==> src/rtl/inst_fetch_if.sv <==
// Fetch-stage bus: ROM port, pipeline control inputs and the IF/ID register outputs.
// The master modport is the fetch unit; the slave modport is the surrounding pipeline/ROM.
interface inst_fetch_if;
   logic        stall_if;
   logic        stall_id;
   logic        branch_flag;
   logic [31:0] branch_target;
   logic        flush;
   logic [31:0] flush_pc;
   logic [31:0] inst_addr;
   logic        chip_en;
   logic [31:0] inst;
   logic [31:0] if_id_pc;
   logic [31:0] if_id_inst;
   logic        if_id_valid;
   logic        misalign_exc;

   modport master (
      input  stall_if, stall_id, branch_flag, branch_target, flush, flush_pc, inst,
      output inst_addr, chip_en, if_id_pc, if_id_inst, if_id_valid, misalign_exc
   );

   modport slave (
      output stall_if, stall_id, branch_flag, branch_target, flush, flush_pc, inst,
      input  inst_addr, chip_en, if_id_pc, if_id_inst, if_id_valid, misalign_exc
   );
endinterface

==> src/rtl/inst_fetch.sv <==
// Instruction fetch stage: PC sequencing, one-entry pending branch and IF/ID register.
// Optional macro FETCH_ALIGN_CHECK_EN: align redirect targets and flag misaligned ones.
//
// state | meaning
// IDLE  | out of reset, ROM disabled, PC parked at RESET_PC
// FETCH | fetching, PC advancing
// HOLD  | fetch frozen by stall_if, PC held
module inst_fetch #(
   parameter logic [31:0] RESET_PC = 32'h0000_0000
) (
   input  logic       clk,
   input  logic       rst,
   inst_fetch_if.master bus
);

   typedef enum logic [1:0] {IDLE, FETCH, HOLD} state_t;

   state_t      state, state_nxt;
   logic [31:0] pc, pc_nxt;
   logic        pend_flag, pend_flag_nxt;
   logic [31:0] pend_tgt, pend_tgt_nxt;
   logic [31:0] br_tgt, fl_tgt;
   logic        running;

   assign running       = (state != IDLE);
   assign bus.inst_addr = pc;
   assign bus.chip_en   = running;

`ifdef FETCH_ALIGN_CHECK_EN
   logic br_take;
   logic misalign_q;

   assign br_tgt  = {bus.branch_target[31:2], 2'b00};
   assign fl_tgt  = {bus.flush_pc[31:2], 2'b00};
   // A branch is accepted either straight into PC or into the pending slot.
   assign br_take = running && bus.branch_flag && (bus.stall_if || !pend_flag);

   always_ff @(posedge clk) begin
      if (rst)
         misalign_q <= 1'b0;
      else if (bus.flush)
         misalign_q <= |bus.flush_pc[1:0];
      else
         misalign_q <= br_take && (|bus.branch_target[1:0]);
   end

   assign bus.misalign_exc = misalign_q;
`else
   assign br_tgt           = bus.branch_target;
   assign fl_tgt           = bus.flush_pc;
   assign bus.misalign_exc = 1'b0;
`endif

   always_ff @(posedge clk) begin
      if (rst) begin
         state     <= IDLE;
         pc        <= RESET_PC;
         pend_flag <= 1'b0;
         pend_tgt  <= 32'h0000_0000;
      end else begin
         state     <= state_nxt;
         pc        <= pc_nxt;
         pend_flag <= pend_flag_nxt;
         pend_tgt  <= pend_tgt_nxt;
      end
   end

   always_comb begin
      state_nxt     = state;
      pc_nxt        = pc;
      pend_flag_nxt = pend_flag;
      pend_tgt_nxt  = pend_tgt;

      case (state)
         IDLE:    state_nxt = FETCH;
         FETCH:   if (bus.stall_if) state_nxt = HOLD;
         HOLD:    if (!bus.stall_if) state_nxt = FETCH;
         default: state_nxt = IDLE;
      endcase

      if (bus.flush) begin
         state_nxt     = FETCH;
         pc_nxt        = fl_tgt;
         pend_flag_nxt = 1'b0;
      end else if (running) begin
         if (bus.stall_if) begin
            // Redirects during a stall are parked; the latest one wins.
            if (bus.branch_flag) begin
               pend_flag_nxt = 1'b1;
               pend_tgt_nxt  = br_tgt;
            end
         end else if (pend_flag) begin
            pc_nxt        = pend_tgt;
            pend_flag_nxt = 1'b0;
         end else if (bus.branch_flag) begin
            pc_nxt = br_tgt;
         end else begin
            pc_nxt = pc + 32'd4;
         end
      end
   end

   // The delay-slot instruction is loaded like any other; no squash path exists.
   always_ff @(posedge clk) begin
      if (rst || bus.flush) begin
         bus.if_id_pc    <= 32'h0000_0000;
         bus.if_id_inst  <= 32'h0000_0000;
         bus.if_id_valid <= 1'b0;
      end else if (bus.stall_id) begin
         bus.if_id_pc    <= bus.if_id_pc;
         bus.if_id_inst  <= bus.if_id_inst;
         bus.if_id_valid <= bus.if_id_valid;
      end else if (bus.stall_if || !running) begin
         bus.if_id_pc    <= 32'h0000_0000;
         bus.if_id_inst  <= 32'h0000_0000;
         bus.if_id_valid <= 1'b0;
      end else begin
         bus.if_id_pc    <= pc;
         bus.if_id_inst  <= bus.inst;
         bus.if_id_valid <= 1'b1;
      end
   end

endmodule

==> src/flat_wrapper.sv <==
// flat-port wrapper written by rule: the top's interface ports become plain ports
module inst_fetch_flat 
#(
   parameter logic [31:0] RESET_PC = 32'h0000_0000
)
  (clk, rst, bus_stall_if, bus_stall_id, bus_branch_flag, bus_branch_target, bus_flush, bus_flush_pc, bus_inst, bus_inst_addr, bus_chip_en, bus_if_id_pc, bus_if_id_inst, bus_if_id_valid, bus_misalign_exc);
  inst_fetch_if bus_i ();
  input  logic clk;
  input  logic rst;
  input wire logic [$bits(bus_i.stall_if)-1:0] bus_stall_if;
  input wire logic [$bits(bus_i.stall_id)-1:0] bus_stall_id;
  input wire logic [$bits(bus_i.branch_flag)-1:0] bus_branch_flag;
  input wire logic [$bits(bus_i.branch_target)-1:0] bus_branch_target;
  input wire logic [$bits(bus_i.flush)-1:0] bus_flush;
  input wire logic [$bits(bus_i.flush_pc)-1:0] bus_flush_pc;
  input wire logic [$bits(bus_i.inst)-1:0] bus_inst;
  output wire logic [$bits(bus_i.inst_addr)-1:0] bus_inst_addr;
  output wire logic [$bits(bus_i.chip_en)-1:0] bus_chip_en;
  output wire logic [$bits(bus_i.if_id_pc)-1:0] bus_if_id_pc;
  output wire logic [$bits(bus_i.if_id_inst)-1:0] bus_if_id_inst;
  output wire logic [$bits(bus_i.if_id_valid)-1:0] bus_if_id_valid;
  output wire logic [$bits(bus_i.misalign_exc)-1:0] bus_misalign_exc;
  assign bus_i.stall_if = bus_stall_if;
  assign bus_i.stall_id = bus_stall_id;
  assign bus_i.branch_flag = bus_branch_flag;
  assign bus_i.branch_target = bus_branch_target;
  assign bus_i.flush = bus_flush;
  assign bus_i.flush_pc = bus_flush_pc;
  assign bus_i.inst = bus_inst;
  assign bus_inst_addr = bus_i.inst_addr;
  assign bus_chip_en = bus_i.chip_en;
  assign bus_if_id_pc = bus_i.if_id_pc;
  assign bus_if_id_inst = bus_i.if_id_inst;
  assign bus_if_id_valid = bus_i.if_id_valid;
  assign bus_misalign_exc = bus_i.misalign_exc;
  inst_fetch #(.RESET_PC(RESET_PC)) u_core (.clk(clk), .rst(rst), .bus(bus_i));
endmodule
==> config.mk <==
export PLATFORM = sky130hd
export DESIGN_NAME = inst_fetch_flat
export DESIGN_NICKNAME = d
export VERILOG_FILES = /design/src/rtl/inst_fetch_if.sv /design/src/rtl/inst_fetch.sv /design/src/flat_wrapper.sv
export SDC_FILE = /design/constraint.sdc
export NUM_CORES = 1
export LEC_CHECK = 0
export ABC_AREA = 1
export CAP_MARGIN = 40
export CORE_UTILIZATION = 47
export DETAILED_ROUTE_END_ITERATION = 8
export GPL_ROUTABILITY_DRIVEN = 0
export GPL_TIMING_DRIVEN = 0
export PLACE_DENSITY = 0.81
export SLEW_MARGIN = 25
export SYNTH_ARGS = -nofsm -noshare
export SYNTH_HDL_FRONTEND = slang
export SYNTH_SLANG_ARGS = --single-unit
==> constraint.sdc <==
create_clock -name clk -period 1.9 [get_ports clk]
set_input_delay 0.38 -clock clk [delete_from_list [all_inputs] [get_ports clk]]
set_output_delay 0.38 -clock clk [all_outputs]
set_load 0.01 [all_outputs]
==> impl_results.md <==
* Setup Slack @ Placement at -476 ps
* Yosys warns at 0
* Diodes inserted at 0
* Launch instance of the worst register-to-register path: u_core.state[0]
* Status: finished with violations
* Clock H-tree levels at 4
* WL final at 22200 um
* Power, Total at 7.21 mW
* Most frequent standard cell in the layout excluding fill and tap cells: nand2_1
* Area of the die at 14200 sq um
* RSZ-0062 raised after global routing: yes
* Mux share of post-synthesis cell area at 0
* R2R depth at 7
* Cell Area, Synth at 6440 sq um
* Vias in the first global route at about 6800
* Cell accounting for the most synthesized area: dfxtp_1
* Violated checks: negative setup slack
* Total count of hold-check failures in the final report at 0
* Number of buffers on the longest clock path at 2
* Detailed-route wire length per cell at about 16 um
* Class of the worst hold path: reg -> reg
* Combinational Power Share at 0.155
* Initial antenna violation count at 0
* Combined global-route utilization of all metal layers at 0.307
* Start point of the worst hold path: u_core.pend_tgt[2]
* Final setup fails at 1
* Max frequency at about 0.52 GHz
* Crit path arrival time at between 1500 and 2000 ps
* CTS Root Buffer Type: clkbuf_16
* Worst supply voltage drop on vdd at 0.591 mV
* Placed Instances at 1348
* First-pass GRT wire length at 34100 um
* Residual DRC count at 0
* Hold buffers post-CTS at 0
* Internal power consumption at 5.32 mW
* Clock share of power at 0.423
* Element type at the critical path end: output port
* Remaining global-route overflow at 0
* CP cell instances: clkdlybuf4s50_1
* Hold worst-path end: u_core.pend_tgt[2]
* Area share of xor/xnor cells in the synthesized design at 0.00816
* Kind of start point of the critical path: flip-flop
* Worst Max-Slew Pin Slew at 600 ps
* Setup TNS after final layout at -10.3 ps
* Setup CP Type: reg -> out
* Count of cells along the worst hold path at 2
* Cell types occupying the most area after synthesis: dfxtp_1, nand2_1, a21oi_1
* Commonest cells after routing, fill and taps aside: nand2_1, clkdlybuf4s50_1, a21oi_1
* Power density relative to cell area at 776 nW/um^2
* Switching share of total power at 0.263
* DR iter-0 viols at a little over 800
* Number of nets in the layout at 1297
* Share of Yosys cell area claimed by the top area cell type at 0.410
* Part of the total power dissipated in sequential elements at 0.422
* Category of cells accounting for the largest share of critical-path delay: buffers and inverters
* Non-filler instance count after layout at between 1000 and 1500
* Clock tree skew after final layout at 9.44 ps
* Required time of the critical path at 1520 ps
* Clk_lat worst skew at around 420 ps
* Sequential fraction of the synthesis area at 0.410
* Starting density of the core at 0.484
* Worst slew margin at 0.600
* Ports placed on the boundary at 201
* Basic-gate share of the synthesized area counting and, or, nand and nor cells at 0.291
* Switching Power at 1.90 mW
* Hpwl dp at around 16000 um
* Setup slack of the critical path after layout at -10.3 ps
* Count of unique library cells instantiated by Yosys at 32
* Routed vias at 7647
* Leakage power total at 3.45 nW
* DRT antenna net count at 0
* Routed vias/inst at 5.54
* Clock transition at the registers of the reported paths at 60 ps
* Register bit count reported by yosys at 132
* Fraction of the mapped netlist area in compound gates at 0.209
* Number of standard-cell rows in the floorplan at 42
* R2R Path End: u_core.bus.inst_addr[13]
* Number of max-slew violations in the final report at 0
* Number of buffers created by CTS at 17
* Mean post-synth cell area at 6.62 sq um
* Final worst path period need at roughly 1900 ps
* Height of the chip at 119 um
* Total nets after synthesis at 1076
* Worst-path cell with the longest stage delay: clkdlybuf4s50_1
* Worst hold slack at 451 ps
* CTS sink cnt at approximately 130
* Largest net degree at the start of global routing at 17
* Post-Syn Instances at 973
* Critical path peak fanout at 7
* TritonCTS clock tree: yes
* Horizontal extent of the die at 119 um
* Max stage delay on crit path at 630 ps
* Port bufs at slightly below 200
* First drt pass iteration count at 6
* Worst path bufs/invs at 1
* Layout cells sized above 1 at 0.0880
* Maxcap violations at 0
* Register-to-register setup slack at 30 ps
* Core Area at between 10000 and 15000 sq um
* Period utilisation layout at 1.01
* Largest family of logic cells by synthesized area: simple AND/OR/NAND/NOR gates
* Source of the critical timing path: u_core.bus.inst_addr[19]
* Layout area overhead at 44.4%
* Synthesized-area fraction occupied by adder cells at 0.00194
==> power by group through the flow <==
stage / logic [mW] / clock network [mW] / registers, mW
after CTS: 1.09 / 3.06 / 3.03
final: 1.12 / 3.05 / 3.05
after detailed placement: 1.07 / 0 / 3.08
after floorplan: 0.501 / 0 / 3.06
after global routing: 1.21 / 3.20 / 3.05
after global placement: 1.06 / 0 / 3.08
==> cells in the mapped netlist (all sizes together) <==
cell type  count
xor2           1
conb           1
inv           60
nand4          2
o211ai         4
ha             1
xnor2          5
dfxtp        132
nand2        236
buf           21
a21oi        171
clkbuf        45
o221ai         1
o31ai          1
o21ai         83
a211oi         3
nand3         98
nor3b          1
nor3           2
a2bb2oi        1
or2            7
nor2          97
==> cell type report <==
cell class	instances	area, sq um
well taps	176	220
multi-input cells	715	3330
clock buffers	25	495
clock inverters	5	50.0
flip-flops and latches	132	2680
inverters	60	225
plain buffers	66	288
repair buffers	202	2020
fillers	1164	4000
==> flip-flops by register name, summed over array words and instances (netlist names) <==
register	count
u_core.pend_tgt	32
u_core.bus.inst_addr	32
u_core.bus.if_id_valid	1
u_core.bus.if_id_pc	32
u_core.state	2
u_core.pend_flag	1
u_core.bus.if_id_inst	32
==> tightest hold or removal path: stages, from the launching register on <==
cell and delay [ps]:
dfxtp_1 300, inv_1 50, a21oi_1 50
==> metrics by stage <==
| stage | cell area [sq um] | util |
|---|---|---|
| finish | 9300 | 0.699 |
| global route | 9300 | 0.699 |
| CTS | 9220 | 0.693 |
| detailed placement | 8650 | 0.651 |
| global placement | 8650 | 0.651 |
| floorplan | 6440 | - |
==> cell families after synthesis <==
family / Yosys count
adders and majority gates: 1
and+or+nand+nor: 443
xor gates and xnor gates: 6
AOI/OAI and AO/OA: 264
other: 1
DFF: 132
buffers and inverters: 126
==> worst max path at each step <==
stage | slack (ps) | cells after the start | to
floorplan | 300 | 11 | u_core.bus.inst_addr[20]
global placement | -410 | 7 | u_core.pend_tgt[3]
detailed placement | -480 | 7 | u_core.bus.inst_addr[23]
CTS | 0.2 | 1 | bus_inst_addr[16]
global route | -40 | 7 | u_core.bus.inst_addr[19]
finish | -10 | 1 | bus_inst_addr[19]
==> metal layers <==
layer  GRT usage  vias to the layer above  part of all wire
met5           0                        -                 0
met3      0.0632                       63              0.10
met1       0.389                     3480              0.40
met2       0.504                      440              0.47
met4       0.131                        0             0.029
li1            -                     3664                 -
==> what timing repair did <==
action	CTS	global route
setup buffers	0	3
gates resized for setup	12	34
endpoints found under the setup margin	32	74
pin swaps	0	2
gates cloned	0	0
Note: power is estimated with default switching activity, not from simulation.
